### config.mk
export PLATFORM = sky130hd
export DESIGN_NAME = ftdi_tx
export DESIGN_NICKNAME = d
export VERILOG_FILES = /design/src/rtl/ftdi_tx.sv
export SDC_FILE = /design/constraint.sdc
export NUM_CORES = 1
export LEC_CHECK = 0
export ABC_CLOCK_PERIOD_IN_PS = 5400
export CORE_MARGIN = 3
export CORE_UTILIZATION = 63
export DETAILED_ROUTE_END_ITERATION = 8
export PLACE_DENSITY_LB_ADDON = 0.12
export SLEW_MARGIN = 15
export SYNTH_ARGS = -nofsm -noshare
export SYNTH_HDL_FRONTEND = slang
export SYNTH_SLANG_ARGS = --single-unit
### constraint.sdc
create_clock -name clk_60 -period 5.4 [get_ports clk_60]
set_input_delay 1.08 -clock clk_60 [delete_from_list [all_inputs] [get_ports clk_60]]
set_output_delay 1.08 -clock clk_60 [all_outputs]
set_load 0.01 [all_outputs]
### src/rtl/ftdi_tx.sv
// FT245 synchronous-FIFO write path: buffers bytes and strobes them onto the FTDI bus,
// retrying any byte the FTDI rejects (txe_n high on a strobe edge).
module ftdi_tx #(
    parameter int unsigned DEPTH_LOG2 = 4
) (
    input  logic                  clk_60,
    input  logic                  rst_n,
    input  logic [7:0]            in_data,
    input  logic                  in_valid,
    output logic                  in_ready,
    output logic [DEPTH_LOG2:0]   level,
    input  logic                  bus_grant,
    input  logic                  txe_n,
    output logic                  wr_n,
    output logic [7:0]            data_out,
    output logic                  data_oe
);

    localparam int unsigned DEPTH = 1 << DEPTH_LOG2;
    localparam logic [DEPTH_LOG2:0] FULL = (DEPTH_LOG2 + 1)'(DEPTH);

    typedef enum logic [1:0] {
        IDLE,
        TURN,
        WRITE
    } state_t;

    state_t                state, state_nx;
    logic [7:0]            mem [DEPTH];
    logic [DEPTH_LOG2-1:0] rd_ptr, wr_ptr, rd_ptr_nx;
    logic [DEPTH_LOG2:0]   level_after_pop, level_nx;
    logic                  push, pop, go, go_after_pop;
    logic [7:0]            head_nx;

    assign in_ready        = (level != FULL);
    assign push            = in_valid && in_ready;
    assign pop             = !wr_n && !txe_n;
    assign go              = (level != '0) && bus_grant && !txe_n;
    assign level_after_pop = level - (DEPTH_LOG2 + 1)'(pop);
    assign go_after_pop    = (level_after_pop != '0) && bus_grant && !txe_n;
    assign level_nx        = level_after_pop + (DEPTH_LOG2 + 1)'(push);
    assign rd_ptr_nx       = rd_ptr + DEPTH_LOG2'(pop);

    // Pushing into an (effectively) empty FIFO bypasses the array so data_out is never stale.
    always_comb begin
        head_nx = mem[rd_ptr_nx];
        if (push && (wr_ptr == rd_ptr_nx)) begin
            head_nx = in_data;
        end
    end

    always_comb begin
        state_nx = state;
        case (state)
            IDLE:    if (go) state_nx = TURN;
            TURN:    state_nx = go ? WRITE : IDLE;
            WRITE:   if (!go_after_pop) state_nx = IDLE;
            default: state_nx = IDLE;
        endcase
    end

    always_ff @(posedge clk_60 or negedge rst_n) begin
        if (!rst_n) begin
            state    <= IDLE;
            wr_n     <= 1'b1;
            data_oe  <= 1'b0;
            data_out <= '0;
            level    <= '0;
            rd_ptr   <= '0;
            wr_ptr   <= '0;
        end else begin
            state    <= state_nx;
            wr_n     <= (state_nx != WRITE);
            data_oe  <= (state_nx != IDLE);
            data_out <= head_nx;
            level    <= level_nx;
            rd_ptr   <= rd_ptr_nx;
            if (push) begin
                wr_ptr <= wr_ptr + 1'b1;
            end
        end
    end

    always_ff @(posedge clk_60) begin
        if (push) begin
            mem[wr_ptr] <= in_data;
        end
    end

endmodule

==> results of run 1 <==
## cell usage after synthesis, drive strengths merged, types with 4 or more instances
library cell,instances
ha,10
nand2,8
xnor2,5
dfrtp,24
nor2,15
xor2,9
mux4,32
inv,7
edfxtp,128
nand3,4
nor3,6
nand2b,5
clkbuf,4
mux2,8
mux2i,24
buf,8
## power by group through the flow
stage	clock (mW)	sequential [mW]	combinational, mW
2_1_floorplan	0	1.58	0.759
3_3_place_gp	0	1.59	1.05
3_5_place_dp	0	1.59	1.08
4_1_cts	1.15	1.57	1.10
5_1_grt	1.21	1.59	1.17
6_report	1.14	1.57	1.08
## path summary, 6_finish.rpt
kind,to,start,slack (ns),cells past startpoint
worst min-delay path,wr_n,state[0],0.46,1
min in group asynchronous,level[2],rst_n,0.94,2
worst max-delay path,data_out[3],txe_n,1.96,9
worst max register to register,data_out[3],wr_n,2.46,8
max in group asynchronous,wr_n,rst_n,4.15,2
worst min register to register,wr_n,state[0],0.46,1
## worst max-delay path, stage by stage
cell,delay (ns)
clkdlybuf4s50_1,0.47
nor2_1,0.06
ha_2,0.18
ha_1,0.79
buf_4,0.35
mux4_2,0.34
mux2i_1,0.18
mux2i_1,0.10
mux2_2,0.28
## kinds of logic (layout without fill, tap and decap cells)
kind of cell,after synthesis,in the layout
compound gates,5,5
xor+xnor,14,14
fa+ha+maj,10,10
buf+inv,19,76
flops,153,153
mux,64,64
simple gates,47,47
## layer usage
metal,GRT usage [%],up-vias
met4,10.59,0
met1,30.75,1587
met5,0,-
met3,6.177,29
met2,37.58,148
li1,-,1320
## stage by stage
step	total power [mW]	worst slack (ns)	std cells	hold slack, ns
6_report	3.797	1.955	498	0.4639
5_1_grt	3.974	1.763	498	0.4959
4_1_cts	3.824	1.948	498	0.4603
3_5_place_dp	2.678	1.421	466	0.4507
3_3_place_gp	2.643	1.439	466	0.4422
2_1_floorplan	2.337	2.392	312	0.4306
## cell type report
| cell class | count | area [µm²] |
|---|---|---|
| tap | 129 | 161.4 |
| fill | 545 | 2175 |
| multi-input combinational | 140 | 1614 |
| timing repair buffer | 37 | 347.8 |
| inverter | 7 | 26.28 |
| clock inverter | 12 | 141.4 |
| sequential | 153 | 4471 |
| clock buffer | 20 | 435.4 |
## state kept, by name (all words and copies together), names as in the netlist
| register | count |
|---|---|
| data_oe | 1 |
| data_out | 8 |
| level | 5 |
| mem | 128 |
| rd_ptr | 4 |
| state | 2 |
| wr_n | 1 |
| wr_ptr | 4 |
==> results.json, run 1 <==
{
  "power_frac_seq_pct": 41.4,
  "clk_pin_slew_ns": 0.06,
  "min_period_ns": 3.445,
  "synth_xor_area_share_pct": 2.590,
  "required_ns": 5.80,
  "syn_area_per_cell_um2": 19.82,
  "clk_latency_ns": 0.52,
  "top_layer": "met4",
  "postCtsResizedCells": 0,
  "rsz0062_at_grt": "false",
  "first_global_vias": 3297,
  "p_clk_share_pct": 30.1,
  "swShare_pct": 29.03,
  "cts_tree": "yes",
  "synth_mux_area_share_pct": 17.00,
  "coreArea_mm2": 0.009371,
  "vias": 3084,
  "fp.dieW_um": 105.1,
  "die_h_um": 105.1,
  "p_switching_mw": 1.102,
  "status": "complete, no violations",
  "die-area_mm2": 0.01104,
  "area_growth_pct": 16.39,
  "io_pins": 29,
  "overflow": 0,
  "cts_buffers": 17,
  "grt_max_degree": 26,
  "end_kind": "flop",
  "ys_seq_area_share_pct": 72.30,
  "grt_pass1_wl_mm": 18.57,
  "fin_util_pct": 76.80,
  "synth_area_mm2": 0.006183,
  "drv_cap": 0,
  "setup_viol_count_final": 0,
  "hold_violations": 0,
  "synthCells": 312,
  "synth_area_leaders": "edfxtp_1 (62%), mux4_2 (12%), dfrtp_1 (9.7%)",
  "cp_max_fo": 18,
  "worstPathArrival_ns": 3.84,
  "nNetsFinal": 379,
  "setup_tns_ns": 0,
  "wirelength_mm": 11.79,
  "comb_power_share_pct": 28.5,
  "antenna_found_initial": 0,
  "ctsHoldBuffers": 0,
  "start_util_pct": 65.98,
  "min_path_type": "reg2reg",
  "wl_met2_mm": 6.032,
  "cts.path.max_buffers": 2,
  "p_per_area_mw_per_mm2": 527.6,
  "synth_seq_cells": 153,
  "rows": 35,
  "layout_commonest_cell": "edfxtp_1",
  "period_share_pct": 63.80,
  "dpl.hpwl_mm": 7.355,
  "synth_edf_count": 128,
  "drt_first_pass_iters": 5,
  "netlist.area_leader.share_pct": 62.16,
  "cts_setup_buffers": 0,
  "drc": 0,
  "fin_worst_skew_ns": 0.008769,
  "crit_type": "in2reg",
  "synth_simple_gate_area_share_pct": 3.966,
  "power.internal_mw": 2.695,
  "synth-warning-count": 0,
  "final_cell_mix": "edfxtp_1 (128), mux4_2 (32), clkdlybuf4s50_1 (28), mux2i_1 (24), dfrtp_1 (24)",
  "synthFlopType": "edfxtp_1",
  "syn-num-nets": 335,
  "peakVddDrop_mv": 0.3358,
  "cellLeakagePower_nw": 2.579,
  "async_flop_share_pct": 16.34,
  "clockRootBuffer": "clkbuf_8",
  "start_kind": "input pin",
  "synth.distinct_cells": 33,
  "cts.sinks": 153,
  "relSlewSlack_pct": 30.07,
  "finalMaxSlewViolations": 0,
  "wl_met1_mm": 4.568,
  "drtIter0Drc": 170,
  "post_drt_wl_per_cell_um": 23.67,
  "yosysTopAreaCell": "edfxtp_1",
  "portBuffers": 28,
  "place_area_mm2": 0.006620,
  "gp_congestion": 0.7758,
  "grt_usage_pct": 23.51,
  "fmax_ghz": 0.2903,
  "synth_compound_area_share_pct": 0.4856,
  "viasPerCell": 6.193,
  "num_antenna_cells": 0,
  "final_cell_area_mm2": 0.007197,
  "cts_htree_levels": 4,
  "route.antenna.remaining_nets": 0,
  "dr_wl_met3_um": 923,
  "layout-drive-gt1-share_pct": 23.04,
  "synthAdderAreaFrac_pct": 2.023,
  "synth_top_family_by_area": "multiplexers",
  "tightest_slew_ns": 1.045
}
Power figures use the tool's default switching activity.
==> run 2: changes to the inputs <==
--- a/config.mk
+++ b/config.mk
@@ -5,9 +5,9 @@
 export SDC_FILE = /design/constraint.sdc
 export NUM_CORES = 1
 export LEC_CHECK = 0
-export ABC_CLOCK_PERIOD_IN_PS = 5400
+export ABC_CLOCK_PERIOD_IN_PS = 2800
 export CORE_MARGIN = 3
-export CORE_UTILIZATION = 63
+export CORE_UTILIZATION = 54
 export DETAILED_ROUTE_END_ITERATION = 8
 export PLACE_DENSITY_LB_ADDON = 0.12
 export SLEW_MARGIN = 15
==> constraint.sdc (replaced) <==
create_clock -name clk_60 -period 2.8 [get_ports clk_60]
set_input_delay 0.56 -clock clk_60 [delete_from_list [all_inputs] [get_ports clk_60]]
set_output_delay 0.56 -clock clk_60 [all_outputs]
set_load 0.01 [all_outputs]
==> run 2 against run 1 <==
Effect of this change: clock power is 110% higher; routed wire length is 6.4% lower; sequential power is 93% higher; via count is 1.3% lower; critical endpoint is now data_out[6]; largest power group unchanged.
==> results.json, run 2 (synthesized netlist as in run 1, its figures left out) <==
{
  "die_h_um": 113.0,
  "min_from": "state[0]",
  "nNetsFinal": 407,
  "r2r_slack_ns": 0.32,
  "rr_startpoint": "wr_n",
  "largest_register_ffs": 128,
  "ctsHoldBuffers": 0,
  "use_met3_pct": 4.920,
  "multi_input_area_mm2": 0.001614,
  "reg2reg_depth": 7,
  "dpl.hpwl_mm": 7.327,
  "top_regs": "mem x128, data_out x8, level x5",
  "peakVddDrop_mv": 0.6015,
  "layout_commonest_cell": "edfxtp_1",
  "r2r_end": "data_out[4]",
  "min_path_type": "reg2reg",
  "top_register": "mem",
  "cp_max_fo": 27,
  "total_power_mw": 7.663,
  "clk_latency_ns": 0.41,
  "drv_cap": 0,
  "route.antenna.remaining_nets": 0,
  "tightest_slew_ns": 0.6033,
  "cts.path.max_buffers": 2,
  "grt_pass1_wl_mm": 18.09,
  "use_met2_pct": 30.96,
  "io_pins": 29,
  "grt_max_degree": 28,
  "hold-path-endpoint": "wr_n",
  "area_growth_pct": 21.71,
  "layout-drive-gt1-share_pct": 28.46,
  "end_kind": "flop",
  "antenna_found_initial": 0,
  "wirelength_mm": 11.03,
  "p_per_area_mw_per_mm2": 1018,
  "drtIter0Drc": 168,
  "drc": 0,
  "fin_worst_skew_ns": 0.006954,
  "required_ns": 3.10,
  "seq_area_mm2": 0.004471,
  "fmax_ghz": 0.3856,
  "place_area_mm2": 0.006907,
  "overflow": 0,
  "cts_htree_levels": 4,
  "dp.cells": 505,
  "portBuffers": 28,
  "instances_no_fill": 537,
  "hold_depth": 1,
  "post_drt_wl_per_cell_um": 20.54,
  "gr-max-usage-layer": "met2",
  "die-area_mm2": 0.01277,
  "grt_usage_pct": 19.54,
  "hold_violations": 0,
  "coreArea_mm2": 0.01103,
  "crit_type": "in2reg",
  "start_kind": "input pin",
  "start_util_pct": 56.06,
  "fill_cells": 736,
  "worstPathArrival_ns": 2.89,
  "cts_buffers": 17,
  "final_cell_mix": "edfxtp_1 (128), mux4_2 (32), buf_4 (32), clkdlybuf4s50_1 (28)",
  "gp_congestion": 0.7649,
  "viasPerCell": 5.669,
  "cellLeakagePower_nw": 2.768,
  "clockRootBuffer": "clkbuf_16",
  "setup_viol_count_final": 0,
  "rsz0062_at_grt": "false",
  "use_met1_pct": 26.15,
  "rows": 38,
  "relSlewSlack_pct": 59.65,
  "num_antenna_cells": 0,
  "cts.sinks": 153,
  "period_share_pct": 92.62,
  "cts_setup_buffers": 0,
  "first_global_vias": 3253,
  "final_cell_area_mm2": 0.007526,
  "min_period_ns": 2.593,
  "fp.dieW_um": 113.0,
  "cts_tree": "yes",
  "clk_pin_slew_ns": 0.06,
  "vias": 3044,
  "drt_first_pass_iters": 4,
  "finalMaxSlewViolations": 0,
  "postCtsResizedCells": 0,
  "status": "complete, no violations"
}
==> run 2: worst max-delay path: stages <==
cell and delay, ns:
clkdlybuf4s50_1 0.41, nor2_1 0.16, ha_2 0.22, ha_1 0.26, buf_12 0.19, xor2_1 0.17, nor3_1 0.20, nand3_2 0.32
mux2_2 0.38
==> run 2: final cells by class <==
| type | instances | area share, % |
|---|---|---|
| multi-input cells | 140 | 21.45 |
| inverters | 7 | 0.3491 |
| well taps | 140 | 2.328 |
| clock inverters | 13 | 2.344 |
| flip-flops and latches | 153 | 59.40 |
| repair buffers | 65 | 8.246 |
| clock buffers | 19 | 5.885 |
==> run 2: worst max-delay path by stage <==
stage / from / endpoint / slack, ns / depth (start not counted)
after floorplan: txe_n / data_out[1] / 0.31 / 9
after global placement: txe_n / data_out[4] / -0.19 / 10
after detailed placement: txe_n / data_out[7] / -0.23 / 9
after CTS: txe_n / data_out[6] / 0.20 / 9
after global routing: txe_n / data_out[4] / 0.06 / 9
final: txe_n / data_out[6] / 0.21 / 9
==> run 2: stage by stage <==
stage	utilization (%)	TNS, ns	setup WS, ns	hold WS, ns
6_report	68.23	0	0.2068	0.4715
5_1_grt	68.23	0	0.06081	0.4923
4_1_cts	68.23	0	0.2030	0.4720
3_5_place_dp	62.61	-1.838	-0.2346	0.4644
3_3_place_gp	62.61	-1.344	-0.1949	0.4498
2_1_floorplan	-	0	0.3118	0.2644
==> run 2: where the power goes <==
part	switching, mW	internal (mW)
Sequential	0.209	2.82
Clock	0.858	1.51
Combinational	1.01	1.25
==> run 2: layer usage <==
| metal | vias up | share of wire (%) |
|---|---|---|
| met5 | - | 0 |
| met3 | 19 | 5.1 |
| met2 | 81 | 50 |
| met1 | 1567 | 43 |
| met4 | 0 | 2.0 |
| li1 | 1377 | - |
==> run 3: changes to the inputs <==
--- a/config.mk
+++ b/config.mk
@@ -5,11 +5,12 @@
 export SDC_FILE = /design/constraint.sdc
 export NUM_CORES = 1
 export LEC_CHECK = 0
-export ABC_CLOCK_PERIOD_IN_PS = 2800
+export ABC_CLOCK_PERIOD_IN_PS = 3300
 export CORE_MARGIN = 3
-export CORE_UTILIZATION = 54
+export CORE_UTILIZATION = 63
 export DETAILED_ROUTE_END_ITERATION = 8
 export PLACE_DENSITY_LB_ADDON = 0.12
+export SETUP_SLACK_MARGIN = 0.15
 export SLEW_MARGIN = 15
 export SYNTH_ARGS = -nofsm -noshare
 export SYNTH_HDL_FRONTEND = slang
==> constraint.sdc (replaced) <==
create_clock -name clk_60 -period 3.3 [get_ports clk_60]
set_input_delay 0.66 -clock clk_60 [delete_from_list [all_inputs] [get_ports clk_60]]
set_output_delay 0.66 -clock clk_60 [all_outputs]
set_load 0.01 [all_outputs]
==> run 3 against run 2 <==
Effect of this change: flip-flop and latch count unchanged; critical path type unchanged; non-clock buffer count down 11; highest routed layer unchanged; hold slack better by 0.0021 ns; via count up 1.7%; global-route usage up 4.9 points; cell count down 4.1%; largest power group unchanged.
==> results.json, run 3 (synthesized netlist as in run 1, its figures left out) <==
{
  "drtIter0Drc": 159,
  "drc": 0,
  "cts.sinks": 153,
  "layout_commonest_cell": "edfxtp_1",
  "route.antenna.remaining_nets": 0,
  "coreArea_mm2": 0.009371,
  "fin_worst_skew_ns": 0.009755,
  "r2r_end": "data_out[2]",
  "rsz0062_at_grt": "false",
  "layout-drive-gt1-share_pct": 25.91,
  "clk_latency_ns": 0.53,
  "postCtsResizedCells": 0,
  "period_share_pct": 80.86,
  "setup_viol_count_final": 0,
  "instances_no_fill": 515,
  "relSlewSlack_pct": 55.76,
  "crit_type": "in2reg",
  "cp_slowest_stage_delay_ns": 0.42,
  "start_util_pct": 65.98,
  "cts_setup_buffers": 0,
  "hold_violations": 0,
  "cellLeakagePower_nw": 2.690,
  "fmax_ghz": 0.3748,
  "ctsHoldBuffers": 0,
  "fill_cells": 548,
  "post_drt_wl_per_cell_um": 23.31,
  "min_path_type": "reg2reg",
  "gp_congestion": 0.7690,
  "clk_pin_slew_ns": 0.06,
  "io_pins": 29,
  "start_kind": "input pin",
  "antenna_found_initial": 0,
  "hold_depth": 1,
  "dpl.hpwl_mm": 7.657,
  "clockRootBuffer": "clkbuf_8",
  "final_cell_mix": "edfxtp_1 (128), mux4_2 (32), clkdlybuf4s50_1 (28), mux2i_1 (24), dfrtp_1 (24)",
  "grt_usage_pct": 24.42,
  "cts_tree": "yes",
  "cts_htree_levels": 4,
  "tightest_slew_ns": 0.6616,
  "min_from": "state[0]",
  "reg2reg_depth": 8,
  "num_antenna_cells": 0,
  "r2r_slack_ns": 0.77,
  "overflow": 0,
  "finalMaxSlewViolations": 0,
  "worstPathArrival_ns": 3.08,
  "end_kind": "flop",
  "cp_max_fo": 34,
  "wirelength_mm": 12.01,
  "drv_cap": 0,
  "status": "complete, no violations",
  "fp.dieW_um": 105.1,
  "cp_slowest_cell": "clkdlybuf4s50_1",
  "die_h_um": 105.1,
  "startpoint": "txe_n",
  "required_ns": 3.71,
  "viasPerCell": 6.010,
  "peakVddDrop_mv": 0.6742,
  "min_period_ns": 2.668,
  "vias": 3095,
  "setup_tns_ns": 0,
  "critPathBufInv": 2,
  "die-area_mm2": 0.01104,
  "largest_register_ffs": 128,
  "top_register": "mem",
  "cp_cell_sequence": "clkdlybuf4s50_1 -> nor2_1 -> ha_2 -> ha_1 -> buf_12 -> xor2_1 -> nor3_1 -> nand3_2 -> mux2_2",
  "area_growth_pct": 19.43,
  "path_delay_family": "simple AND/OR/NAND/NOR gates",
  "nNetsFinal": 396,
  "portBuffers": 28,
  "grt_pass1_wl_mm": 19.38,
  "rows": 35,
  "cts.path.max_buffers": 2,
  "grt_max_degree": 35,
  "path_depth": 9,
  "p_per_area_mw_per_mm2": 864.8,
  "top_regs": "mem x128, data_out x8, level x5",
  "first_global_vias": 3329,
  "crit_end": "data_out[2]",
  "cts_buffers": 17,
  "drt_first_pass_iters": 4,
  "rr_startpoint": "wr_n",
  "dp.cells": 483
}
run 3: changes by cell type in the layout (fill, tap and decap cells not counted):
cell	before	now
inv_6	0	2
clkinv_1	1	2
clkinv_4	2	0
buf_12	5	4
clkbuf_16	17	16
bufinv_16	4	3
inv_8	0	2
buf_4	32	22
clkinvlp_4	2	3
clkbuf_1	1	2
clkinv_2	4	1
run 3: final cells by class:
class                      instances  area (µm²)  area share (%)
timing repair buffer              54       525.5           7.116
inverter                           7       26.28          0.3558
clock buffer                      19       421.7           5.710
sequential                       153        4471           60.54
multi-input combinational        140        1614           21.86
tap                              129       161.4           2.186
clock inverter                    13       165.2           2.237
run 3: report_power, final:
group	switching (mW)	internal [mW]
clock	0.758	1.16
sequential	0.194	2.40
combinational	0.888	0.990
run 3: worst min path at each step:
stage,to,slack [ns]
after global placement,wr_n,0.45
after floorplan,data_oe,0.36
after detailed placement,wr_n,0.46
after CTS,wr_n,0.47
after global routing,wr_n,0.50
final,wr_n,0.47
run 3: metrics by stage:
step / setup WS (ns) / utilization [%] / hold slack [ns] / cell area, µm² / total power, mW
2_1_floorplan: 0.7118 / - / 0.3644 / 6183 / 3.823
3_3_place_gp: 0.1748 / 72.54 / 0.4455 / 6798 / 4.443
3_5_place_dp: 0.1259 / 72.54 / 0.4567 / 6798 / 4.500
4_1_cts: 0.6325 / 78.80 / 0.4665 / 7385 / 6.440
5_1_grt: 0.5693 / 78.80 / 0.4973 / 7385 / 6.680
6_report: 0.6317 / 78.80 / 0.4736 / 7385 / 6.386
run 3: worst register-to-register path: cells and delay by family (launching register included):
kind | cells | cell delay, ns
fa+ha+maj | 2 | 0.49
mux | 1 | 0.39
flops | 1 | 0.53
xor+xnor | 1 | 0.22
buf+inv | 1 | 0.19
simple gates | 3 | 0.60
run 3: metal layers:
layer	routed length, µm	GRT usage (%)	vias to the layer above
met5	0	0	-
met4	185	7.779	0
met3	667	6.856	17
met2	6213	39.51	107
met1	4941	32.69	1613
li1	-	-	1358
